`src/rtl/osc_pkg.sv`:
```
`default_nettype none
// ============================================================================
//  Module      : osc_pkg
//  Description : Shared waveform codes and noise LFSR constants for the DDS
//                oscillator.
//  Revision    : 1.0 - initial release
// ============================================================================
package osc_pkg;

   // Waveform selector codes as presented by the voice register file
   typedef enum logic [1:0] {
      WAVE_SAW   = 2'd0,
      WAVE_PULSE = 2'd1,
      WAVE_TRI   = 2'd2,
      WAVE_NOISE = 2'd3
   } wave_t;

   // Fibonacci LFSR geometry: taps 23 and 18 (1-based), seeded with 1
   localparam int                    LFSR_WIDTH = 23;
   localparam int                    LFSR_TAP   = 18;
   localparam logic [LFSR_WIDTH-1:0] LFSR_SEED  = 23'd1;

endpackage : osc_pkg
`default_nettype wire

```
`src/rtl/osc_lfsr.sv`:
```
`default_nettype none
// ============================================================================
//  Module      : osc_lfsr
//  Description : 23-bit Fibonacci LFSR noise source, taps 23/18, advanced one
//                step per asserted step enable.
//  Revision    : 1.0 - initial release
// ============================================================================
module osc_lfsr
   import osc_pkg::*;
(
   input  logic                  sample_clock,
   input  logic                  rst_n,
   input  logic                  step,
   output logic [LFSR_WIDTH-1:0] state
);

   logic [LFSR_WIDTH-1:0] r_state;
   logic                  w_feedback;

   // Plain XOR feedback; the all-zero lock-up state is unreachable from seed 1
   assign w_feedback = r_state[LFSR_WIDTH-1] ^ r_state[LFSR_TAP-1];

   // Shift toward the MSB, inserting the feedback bit at the bottom
   always_ff @(posedge sample_clock or negedge rst_n) begin
      if (!rst_n) begin
         r_state <= LFSR_SEED;
      end else if (step) begin
         r_state <= {r_state[LFSR_WIDTH-2:0], w_feedback};
      end
   end

   assign state = r_state;

endmodule : osc_lfsr
`default_nettype wire

```
`src/rtl/dds_oscillator.sv`:
```
`default_nettype none
// ============================================================================
//  Module      : dds_oscillator
//  Description : Single-voice DDS oscillator. Stage 1 is the phase
//                accumulator with hard sync and carry-out wrap pulse; stage 2
//                is a registered saw/pulse/triangle/noise shaper.
//                Build option DDS_NOISE_EN adds the LFSR noise source; without
//                it the noise selection outputs midscale.
//  Revision    : 1.0 - initial release
// ============================================================================
module dds_oscillator
   import osc_pkg::*;
#(
   parameter int BITDEPTH    = 12,
   parameter int BITFRACTION = 12,
   parameter int INC_WIDTH   = 19
) (
   input  logic                 sample_clock,
   input  logic                 rst_n,
   input  logic                 sample_en,
   input  logic [INC_WIDTH-1:0] increment,
   input  logic [1:0]           waveform,
   input  logic [BITDEPTH-1:0]  pulse_width,
   input  logic                 sync_in,
   output logic                 wrap,
   output logic [BITDEPTH-1:0]  out,
   output logic                 out_valid
);

   localparam int                ACC_WIDTH  = BITDEPTH + BITFRACTION;
   localparam logic [BITDEPTH-1:0] c_max      = {BITDEPTH{1'b1}};
   localparam logic [BITDEPTH-1:0] c_zero     = {BITDEPTH{1'b0}};
   localparam logic [BITDEPTH-1:0] c_midscale = {1'b1, {(BITDEPTH-1){1'b0}}};

   logic [ACC_WIDTH-1:0] r_acc;
   logic                 r_pending;
   logic                 r_wrap;
   logic [BITDEPTH-1:0]  r_out;
   logic                 r_out_valid;

   logic [ACC_WIDTH:0]   w_sum;
   logic                 w_step;
   logic [BITDEPTH-1:0]  w_phase;
   logic [BITDEPTH-1:0]  w_tri_p2;
   logic [BITDEPTH-1:0]  w_noise;
   logic [BITDEPTH-1:0]  w_shaped;

   // One extra bit on the sum captures the carry-out that drives wrap
   assign w_sum   = {1'b0, r_acc} + {{(ACC_WIDTH + 1 - INC_WIDTH){1'b0}}, increment};
   // A carry only counts when the accumulator actually advances; sync suppresses it
   assign w_step  = sample_en & ~sync_in & w_sum[ACC_WIDTH];
   assign w_phase = r_acc[ACC_WIDTH-1 -: BITDEPTH];
   assign w_tri_p2 = {w_phase[BITDEPTH-2:0], 1'b0};

`ifdef DDS_NOISE_EN
   logic [LFSR_WIDTH-1:0] w_lfsr;

   osc_lfsr u_lfsr (
      .sample_clock (sample_clock),
      .rst_n        (rst_n),
      .step         (w_step),
      .state        (w_lfsr)
   );

   assign w_noise = w_lfsr[LFSR_WIDTH-1 -: BITDEPTH];
`else
   assign w_noise = c_midscale;
`endif

   // Stage 1: phase accumulator, sync clear and carry-out wrap pulse
   always_ff @(posedge sample_clock or negedge rst_n) begin
      if (!rst_n) begin
         r_acc     <= '0;
         r_wrap    <= 1'b0;
         r_pending <= 1'b0;
      end else begin
         r_pending <= sample_en;
         r_wrap    <= w_step;
         if (sample_en) begin
            if (sync_in) begin
               r_acc <= '0;
            end else begin
               r_acc <= w_sum[ACC_WIDTH-1:0];
            end
         end
      end
   end

   // Waveform shaper working on the freshly updated phase
   always_comb begin
      w_shaped = w_phase;
      case (wave_t'(waveform))
         WAVE_SAW:   w_shaped = w_phase;
         WAVE_PULSE: w_shaped = (w_phase < pulse_width) ? c_max : c_zero;
         WAVE_TRI:   w_shaped = w_phase[BITDEPTH-1] ? ~w_tri_p2 : w_tri_p2;
         WAVE_NOISE: w_shaped = w_noise;
         default:    w_shaped = w_phase;
      endcase
   end

   // Stage 2: register the shaped sample one cycle after each accumulator update
   always_ff @(posedge sample_clock or negedge rst_n) begin
      if (!rst_n) begin
         r_out       <= '0;
         r_out_valid <= 1'b0;
      end else begin
         r_out_valid <= r_pending;
         if (r_pending) begin
            r_out <= w_shaped;
         end
      end
   end

   assign wrap      = r_wrap;
   assign out       = r_out;
   assign out_valid = r_out_valid;

endmodule : dds_oscillator
`default_nettype wire
```
`config.mk`:
```
export PLATFORM = sky130hd
export DESIGN_NAME = dds_oscillator
export DESIGN_NICKNAME = d
export VERILOG_FILES = /design/src/rtl/osc_pkg.sv /design/src/rtl/osc_lfsr.sv /design/src/rtl/dds_oscillator.sv
export SDC_FILE = /design/constraint.sdc
export NUM_CORES = 1
export LEC_CHECK = 0
export ABC_AREA = 0
export BUFFER_PORTS_ARGS = -buffer_cell sky130_fd_sc_hd__buf_2
export CORE_MARGIN = 2
export CORE_UTILIZATION = 50
export DETAILED_ROUTE_END_ITERATION = 8
export GPL_TIMING_DRIVEN = 0
export PLACE_DENSITY_LB_ADDON = 0.05
export SLEW_MARGIN = 30
export SYNTH_ARGS = -nofsm -noshare
export SYNTH_HDL_FRONTEND = slang
export SYNTH_SLANG_ARGS = --single-unit
```
`constraint.sdc`:
```
create_clock -name sample_clock -period 3.7 [get_ports sample_clock]
set_input_delay 0.37 -clock sample_clock [delete_from_list [all_inputs] [get_ports sample_clock]]
set_output_delay 0.37 -clock sample_clock [all_outputs]
set_load 0.005 [all_outputs]
```
## After elaboration in Yosys (flattened, before gate mapping)

Cells that the tools add are included.

- Add/sub/neg operators: 1
- $mul: 0
- Divide/modulo/power cells: 0
- $lt $le $gt $ge: 1
- Equal/unequal tests: 3
- Shifts and indexed selects: 0
- Mux-type cells: 4
- Bitwise operators: 4
- Reduce and logical (&&, ||, !) cells: 1

Operators by type and width:

| kind | count |
|---|---|
| one-hot mux 12 bit (4 select lines) | 1 |
| adder 24 x 19 -> 25 bit | 1 |
| two-way mux 12 bit | 2 |
| two-way mux 24 bit | 1 |
| < comparator 12 bit | 1 |
| inverter 12 bit | 1 |
| equality test 2 bit, second input constant | 2 |
| bitwise AND 1 bit | 2 |
| equality test 2 x 1 -> 1 bit, second input constant | 1 |
| logical NOT 2 bit | 1 |
| inverter 1 bit | 1 |

- Register bits after elaboration: 39
- Bits in latches: 0
- Memory bits (writable): 0
- Bits in read-only memories: 0
- Output and inout bits: 14
- Logic and storage cells: 19
- Memories kept: 0

## Longest topological paths before layout

Gate-level depths: netlist of the first run.

- Depth after elaboration: 3
- Mapped depth: 9

## Worst setup path before layout of the first run

No wires, ideal clock.

- Kind: in2reg
- Start point: in increment[0]
- End point: reg r_acc[16]
- Data arrival time: 2.181 ns
- Required time: 3.568 ns
- Setup slack: 1.387 ns
- Stages: 9
- Path buffers: 0
- Cell sequence: ha_1 fa_1 a21o_1 a221o_1 o211ai_2 o21ai_2 a31oi_1 xor2_1 o2bb2ai_1

- Longest elaborated chain between the ends: 2

Ends and longest elaborated chain:

| what | line | text |
|---|---|---|
| start: declaration | dds_oscillator.sv:21 | `input logic [INC_WIDTH-1:0] increment,` |
| adder 24 x 19 -> 25 bit | dds_oscillator.sv:49 | `assign w_sum = {1'b0, r_acc} + {{(ACC_WIDTH + 1 - INC_WIDTH){1'b0}}, increment};` |
| two-way mux 24 bit | dds_oscillator.sv:80 | `if (sync_in) begin` |
| end signal: assignment | dds_oscillator.sv:83 | `r_acc <= w_sum[ACC_WIDTH-1:0];` |
| end: declaration | dds_oscillator.sv:35 | `logic [ACC_WIDTH-1:0] r_acc;` |

No other way between the ends.
A chain may end at the register's enable or synchronous reset.

## Worst setup path in the final report of the first run

- Start point: reg r_acc[0]
- End point: reg r_acc[16]

- Longest elaborated chain between the ends: 2

Ends and longest elaborated chain:

| what | line |
|---|---|
| adder 24 x 19 -> 25 bit | dds_oscillator.sv:49 |
| two-way mux 24 bit | dds_oscillator.sv:80 |

No other way between the ends.

==> results.toml, run 1 <==
[global_route]
grt_pass1_vias = 2364
grt-ovfl-total = 0
grtUsageTotal_pct = 21.6
antenna_found_initial = 0
grt_start_max_net_pins = 40
grt_pass1_wl_mm = 11.2

[routing]
first_pass_iters = 4
antenna_left = 0
vias_per_cell = 5.63
drtIter0Drc = 152
routed_wl_mm = 6.77
drc_errors = 0
avgRoutedWirePerCell_um = 14.9
vias = 2549

[yosys]
ys_async_sr_fraction_pct = 100
ys_types = 47
synth_area_um2 = 2950
yosysTopAreaCell = "dfrtp_1"
synth-edff-count = 0
ys_warn_count = 0
ys_ff_latch = 39
ys_seq_area_share_pct = 33.1
synth_most_common_cell = "dfrtp_1"
synth_cells = 325
syn_avg_cell_area_um2 = 9.06
synth_top_cell_area_share_pct = 33.1
synth_nets = 394
yosys-top-cells-count = "dfrtp_1, ha_1, nor2_1"
synth_area_leaders = "dfrtp_1, ha_1, xnor2_1"
synthFlopType = "dfrtp_1"

[min_path]
hold_class = "in -> async"

[power]
vdd_drop_max_mv = 0.312
pwr-share-seq_pct = 33.0
powerDensity_nw_per_um2 = 572
intPower_mw = 1.13
p_leak_nw = 1.57
combPwrFrac_pct = 51.7
power.switching_uw = 802
pwr-share-clk_pct = 15.3
netSwitchingFraction_pct = 41.6

[placement]
hpwlAfterDp_mm = 4.99
dpl_worst_slack_ns = 1.06
gp_congestion = 0.824
placed_area_um2 = 3280
io_buffers = 48

[floorplanning]
coreArea_um2 = 5610
die_area_um2 = 6520
start_util_pct = 52.5
die_width_um = 80.8
die_h_um = 80.8
io-pin-count = 51
rows = 27

[timing]
worst_pin_slew_ns = 0.527
layout_min_cycle_time_ns = 2.53
fmax_mhz = 395
hold_slack_ns = 0.0591
finalClockSkew_ns = 0.00643
slew_headroom_pct = 64.9
hold_viol = 0
setup_ws_ns = 1.17
drv_slew = 0
setup_violations = 0
rsz0062_at_grt = "no"
tns_ns = 0
fin_crit_sh_pct = 68.5

[clock_tree]
cts.clk_slew.worst_paths_ns = 0.08
cts_buffers = 5
cts_sinks = 39
hold_buffers = 0
post_cts_resize_count = 0
clock_path_buffers = 2
clk_latency_ns = 0.29
root_buffer = "clkbuf_8"
ctsHtreeMaxLevel = 2
cts_tree = "done"
postCtsSetupBuffers = 0

[setup_path]
cp-start-kind = "register"
cp-end-kind = "register"
critPathRequiredTime_ns = 3.86
worst_ep_arrival_time_ns = 2.70
path_max_fanout = 5
crit_type = "reg -> reg"

[status]
outcome = "finished, final reports clean"

[final_layout]
diodes = 0
utilization_pct = 60.0
post-route-cell-area_um2 = 3370
final-seq-area_um2 = 976
area_growth_pct = 14.3
multiInputGateArea_um2 = 1820
drive_above_1_share_pct = 18.6
layout.nets = 449
fill_cells = 521

[flow_run]
cap_viol_max_count = 0
stage by stage:
step,instances,power [mW]
after floorplan,325,1.40
after global placement,445,1.62
after detailed placement,445,1.63
after CTS,453,1.93
after global routing,453,2.09
final,453,1.93
registers in the layout, indices dropped and copies added, names as in the netlist:
signal,cells
r_pending,1
wrap,1
r_acc,24
out,12
out_valid,1
path summary, 6_finish.rpt:
path	start	to	slack, ns	cells after the start
hold / removal	rst_n	r_acc[16]	0.06	1
min in group sample_clock	sample_en	r_pending	0.19	1
hold reg to reg	r_pending	out_valid	0.38	0
setup reg to reg	r_acc[0]	r_acc[16]	1.17	9
max in group asynchronous	rst_n	r_acc[22]	3.28	1
setup / recovery	r_acc[0]	r_acc[16]	1.17	9
cell usage in the layout (no fill, tap or decap), types with 4 or more instances in the layout:
| cell | instances |
|---|---|
| inv_1 | 22 |
| o2bb2ai_1 | 15 |
| a211oi_1 | 7 |
| o221a_2 | 5 |
| nand2_1 | 16 |
| o211ai_1 | 5 |
| xor2_1 | 4 |
| nand4_1 | 6 |
| a21o_1 | 8 |
| xnor2_1 | 21 |
| buf_2 | 49 |
| nand3_1 | 7 |
| a21oi_1 | 22 |
| clkbuf_1 | 14 |
| nor3_1 | 4 |
| dfrtp_1 | 39 |
| o31ai_1 | 5 |
| clkbuf_8 | 5 |
| nor2_1 | 26 |
| ha_1 | 31 |
| o22a_1 | 8 |
| and3_1 | 4 |
| o21ai_0 | 16 |
layout make-up:
cell class	instances	area share (%)
Tap cell	72	2.68
Sequential cell	39	29.0
Buffer	17	2.01
Clock buffer	5	2.04
Multi-Input combinational cell	247	54.0
Inverter	22	2.45
Clock inverter	3	0.595
Timing Repair Buffer	48	7.21
power by group through the flow:
stage          sequential [mW]  clock (mW)  combinational, mW
6_report                 0.636       0.294              0.997
3_5_place_dp             0.645           0              0.985
4_1_cts                  0.637       0.300              0.993
5_1_grt                  0.652       0.314               1.13
3_3_place_gp             0.642           0              0.974
2_1_floorplan            0.614           0              0.790
cell families after synthesis:
family | synth area share, %
compound gates | 27.8
simple gates | 12.4
buf+inv | 5.10
flops | 33.1
fa+ha+maj | 13.8
xor+xnor | 7.43
mux | 0.340
per-layer routing:
layer  track usage, %  part of all wire (%)
met5                0                     0
met4             3.56                  0.87
met3             2.78                   4.1
met2             36.0                    46
met1             30.8                    49
worst max-delay path, stage by stage (launching register included):
cell and delay [ns]:
dfrtp_1 0.39, ha_1 0.21, fa_1 0.40, a21o_1 0.20
a221o_1 0.38, o211ai_2 0.27, o21ai_2 0.11, a31oi_1 0.21
xor2_1 0.16, o2bb2ai_1 0.07
Note: power is estimated with default switching activity, not from simulation.
==> inputs of run 2 (changes only) <==
Settings changed: ABC_AREA 0 to 1.
Clock period 3.7 ns to 2.59 ns, I/O delays scaled along.
==> run 2 against run 1 <==
Cell count is 59% higher. Clock skew is 0.0028 ns lower. Sequential cell count unchanged. Register-to-register slack worse by 0.63 ns. Highest routed layer unchanged. Sequential share of layout area down 4.6 points. Via count increased by 41%. Area after synthesis up 20%. Combinational power rose by 14%.
==> results.toml, run 2 <==
[status]
outcome = "finished, final reports clean"

[clock_tree]
cts.clk_slew.worst_paths_ns = 0.09
post_cts_resize_count = 0
cts_tree = "done"
root_buffer = "clkbuf_8"
postCtsSetupBuffers = 0
clock_path_buffers = 2
clk_latency_ns = 0.30
ctsHtreeMaxLevel = 2
cts_sinks = 39
cts_buffers = 5
hold_buffers = 0

[yosys]
synth_area_leaders = "dfrtp_1, nand2_1, ha_1"
yosysTopAreaCell = "dfrtp_1"
synth-edff-count = 0
synth_top_cell_area_share_pct = 27.7
syn_avg_cell_area_um2 = 6.25
synth_area_um2 = 3530
ys_ff_latch = 39
yosys-top-cells-count = "nand2_1, inv_1, nor2_1"
ys_types = 30
ys_warn_count = 0
synthFlopType = "dfrtp_1"
ys_async_sr_fraction_pct = 100
synth_most_common_cell = "nand2_1"
ys_seq_area_share_pct = 27.7
synth_nets = 633
synth_cells = 564

[final_layout]
drive_above_1_share_pct = 13.6
fill_cells = 695
post-route-cell-area_um2 = 4000
final_common_cell = "nand2_1"
multiInputGateArea_um2 = 2160
layout.nets = 691
stdcell_count = 719
area_growth_pct = 13.5
layout_common_cells = "nand2_1, inv_1, nor2_1"
diodes = 0
utilization_pct = 58.9
final-seq-area_um2 = 976
largest_reg_flops = 24
regMostFlops = "r_acc"

[routing]
drc_errors = 0
drtIter0Drc = 179
antenna_left = 0
routed_wl_mm = 9.20
avgRoutedWirePerCell_um = 12.8
vias = 3592
first_pass_iters = 5
vias_per_cell = 5.00

[setup_path]
critPathRequiredTime_ns = 2.79
crit_type = "reg -> reg"
crit_end = "r_acc[20]"
cp-end-kind = "register"
critPathBufInv = 1
worst-path-stages = 10
ff2ff_path_depth = 10
cp_top_family = "adder cells"
crit_start = "r_acc[0]"
worst_path_max_delay_cell = "fa_1"
cp-start-kind = "register"
critPathMostFrequentCell = "nand2_1"
r2r_end = "r_acc[20]"
ff2ff_setup_slack_ns = 0.54
path_max_fanout = 4
worst_ep_arrival_time_ns = 2.24
max_stage_delay_ns = 0.46
r2r_start = "r_acc[0]"
crit_chain = "ha_1, fa_1, nand2_1, nand3_1, nand2_1, inv_1, nand2_1, nand3_2, a21oi_1, nor2_1"

[placement]
hpwlAfterDp_mm = 7.37
io_buffers = 50
placed_area_um2 = 3900
dpl_worst_slack_ns = 0.561
placedCellCount = 710
gp_congestion = 0.899

[floorplanning]
die_h_um = 88.0
die_width_um = 88.0
rows = 30
start_util_pct = 51.9
die_area_um2 = 7740
coreArea_um2 = 6790
io-pin-count = 51

[global_route]
grtUsageTotal_pct = 25.5
grt-ovfl-total = 0
grt_pass1_vias = 3219
antenna_found_initial = 0
grt_start_max_net_pins = 40
grt_pass1_wl_mm = 15.2

[flow_run]
cap_viol_max_count = 0

[timing]
layout_min_cycle_time_ns = 2.05
slew_headroom_pct = 62.9
finalClockSkew_ns = 0.00366
setup_ws_ns = 0.542
tns_ns = 0
worst_pin_slew_ns = 0.557
rsz0062_at_grt = "no"
fmax_mhz = 488
drv_slew = 0
fin_crit_sh_pct = 79.1
hold_slack_ns = 0.136
hold_viol = 0
setup_violations = 0

[power]
pwr-share-clk_pct = 18.4
vdd_drop_max_mv = 0.307
power.switching_mw = 1.10
netSwitchingFraction_pct = 45.4
powerDensity_nw_per_um2 = 605
total_power_mw = 2.42
combPwrFrac_pct = 47.0
p_leak_nw = 2.41
intPower_mw = 1.32
pwr-share-seq_pct = 34.6

[min_path]
hold_class = "in -> reg"
-- run 2: worst register-to-register path: stages (launching register included) --
cell and delay (ns):
dfrtp_1 0.39, ha_1 0.23, fa_1 0.46, nand2_1 0.11, nand3_1 0.07, nand2_1 0.19, inv_1 0.06, nand2_1 0.08
nand3_2 0.12, a21oi_1 0.16, nor2_1 0.07
-- run 2: cell families after synthesis --
family	count (synthesis)	share of synthesized area (%)
compound gates	76	12.0
xor+xnor	3	0.745
fa+ha+maj	32	11.6
buf+inv	99	11.1
flops	39	27.7
simple gates	315	36.8
-- run 2: metal layers --
| metal | part of all wire [%] | vias to the layer above | track usage [%] |
|---|---|---|---|
| met1 | 50 | 1600 | 38.2 |
| met3 | 5.5 | 13 | 3.68 |
| li1 | - | 1888 | - |
| met4 | 1.3 | 0 | 5.17 |
| met2 | 43 | 91 | 39.1 |
| met5 | 0 | - | 0 |
-- run 2: power by group through the flow --
| stage | clock network (mW) | logic (mW) | registers [mW] |
|---|---|---|---|
| global placement | 0 | 1.11 | 0.841 |
| finish | 0.447 | 1.14 | 0.837 |
| CTS | 0.463 | 1.13 | 0.835 |
| floorplan | 0 | 0.840 | 0.802 |
| detailed placement | 0 | 1.13 | 0.847 |
| global route | 0.485 | 1.31 | 0.852 |
-- run 2: worst min-delay path by stage --
stage	to	cells past startpoint	startpoint	slack, ns
floorplan	out[0]	0	rst_n	-0.04
global placement	out_valid	0	r_pending	0.37
detailed placement	out_valid	0	r_pending	0.36
CTS	r_acc[6]	1	rst_n	0.13
global route	r_pending	1	sample_en	0.13
finish	r_pending	1	sample_en	0.14
-- run 2: cell type report --
| cell class | instances | share of cell area (%) |
|---|---|---|
| Clock inverter | 3 | 0.625 |
| Inverter | 89 | 8.35 |
| Tap cell | 96 | 3.00 |
| Timing Repair Buffer | 51 | 6.56 |
| Multi-Input combinational cell | 426 | 53.9 |
| Buffer | 10 | 1.47 |
| Sequential cell | 39 | 24.4 |
| Clock buffer | 5 | 1.72 |
==> inputs of run 3 (changes only) <==
Clock period 2.59 ns to 2 ns, I/O delays scaled along.
==> run 3 against run 2 <==
Sequential share of layout area fell by 0.41 points. Sequential power grew 30%. Routed wire length rose by 0.42%. Clock-buffer cell count did not move. Sequential cell count stayed put. Worst setup slack lost 0.42 ns. Cell area increased by 2.3%. Cell count grew 0.42%. Maximum frequency up 8.9%. Non-clock buffer count up 3.
==> results.toml, run 3 (synthesis gave the netlist of run 2 again) <==
[setup_path]
crit_start = "r_acc[0]"
r2r_end = "r_acc[20]"
cp-start-kind = "register"
ff2ff_path_depth = 10
ff2ff_setup_slack_ns = 0.12
cp-end-kind = "register"
critPathRequiredTime_ns = 2.19
worst_ep_arrival_time_ns = 2.08
crit_type = "reg -> reg"
path_max_fanout = 3
r2r_start = "r_acc[0]"

[final_layout]
largest_reg_flops = 24
regMostFlops = "r_acc"
area_growth_pct = 16.1
layout_common_cells = "nand2_1, inv_1, nor2_1"
diodes = 0
utilization_pct = 60.2
layout.nets = 694
final_common_cell = "nand2_1"
drive_above_1_share_pct = 16.9

[timing]
layout_min_cycle_time_ns = 1.88
setup_violations = 0
slew_headroom_pct = 63.8
hold_slack_ns = 0.0795
fin_crit_sh_pct = 94.1
fmax_mhz = 532
hold_viol = 0
rsz0062_at_grt = "no"
drv_slew = 0
worst_pin_slew_ns = 0.543
tns_ns = 0
finalClockSkew_ns = 0.00366

[clock_tree]
ctsHtreeMaxLevel = 2
cts_buffers = 5
cts_sinks = 39
root_buffer = "clkbuf_8"
cts_tree = "done"
clk_latency_ns = 0.30
clock_path_buffers = 2
cts.clk_slew.worst_paths_ns = 0.09

[placement]
gp_congestion = 0.899
hpwlAfterDp_mm = 7.37
io_buffers = 50

[global_route]
antenna_found_initial = 0
grt_start_max_net_pins = 40
grt_pass1_wl_mm = 15.2
grt-ovfl-total = 0
grt_pass1_vias = 3219
grtUsageTotal_pct = 25.5

[floorplanning]
die_h_um = 88.0
io-pin-count = 51
coreArea_um2 = 6790
die_width_um = 88.0
rows = 30
die_area_um2 = 7740
start_util_pct = 51.9

[routing]
antenna_left = 0
avgRoutedWirePerCell_um = 12.8
routed_wl_mm = 9.24
drtIter0Drc = 180
vias = 3603
first_pass_iters = 5
vias_per_cell = 4.99
drc_errors = 0

[flow_run]
cap_viol_max_count = 0

[min_path]
hold_class = "in -> reg"
holdPathStages = 1
hold_path_startpoint = "sample_en"
hold_end = "r_pending"

[power]
total_power_mw = 3.21
vdd_drop_max_mv = 0.395
powerDensity_nw_per_um2 = 785
p_leak_nw = 2.41

[status]
outcome = "finished, final reports clean"
==> run 3: metrics by stage <==
| stage | cells | setup slack, ns | instance area [um2] |
|---|---|---|---|
| floorplan | 564 | 0.273 | 3530 |
| global placement | 710 | -0.00914 | 3900 |
| detailed placement | 710 | -0.0295 | 3900 |
| CTS | 718 | 0.0404 | 3990 |
| global route | 722 | 0.00982 | 4090 |
| finish | 722 | 0.119 | 4090 |
==> run 3: worst max-delay path, cell delays in order (launching register included) <==
cell     delay, ns
dfrtp_1       0.39
ha_2          0.21
fa_2          0.40
nand2_1       0.08
nand3_1       0.08
nand2_2       0.13
inv_1         0.05
nand2_1       0.07
nand3_2       0.12
a21oi_1       0.16
nor2_1        0.07
==> run 3: cell type report <==
type / instances / area, um2
well taps: 96 / 120
inverters: 89 / 334
clock inverters: 3 / 25.0
flip-flops and latches: 39 / 981
multi-input cells: 426 / 2220
fillers: 690 / 2700
clock buffers: 5 / 68.8
repair buffers: 54 / 285
plain buffers: 10 / 58.8
==> run 3: how the worst max path moves through the flow <==
stage / endpoint / slack [ns]
6_report: r_acc[20] / 0.12
5_1_grt: r_acc[22] / 0.01
4_1_cts: r_acc[20] / 0.04
3_5_place_dp: r_acc[20] / -0.03
3_3_place_gp: r_acc[16] / -0.009
2_1_floorplan: r_acc[20] / 0.27
==> run 3: where the power goes <==
group	total (mW)	internal [mW]	switching (mW)
Combinational	1.54	0.583	0.959
Sequential	1.09	0.929	0.165
Clock	0.578	0.250	0.328
==> run 3: repair_timing <==
item	4_1_cts	5_1_grt
setup endpoints to repair	3	11
resized for setup	1	19
hold buffers	0	1
pin swaps	0	2
buffers inserted	0	3
endpoints found under the hold margin	0	39
==> run 3: routing by layer <==
metal	global-route usage, %	part of all wire, %	vias up
met4	5.17	1.2	0
met3	3.68	5.5	13
met2	39.1	43	89
met1	38.2	51	1603
met5	0	0	-
li1	-	-	1898
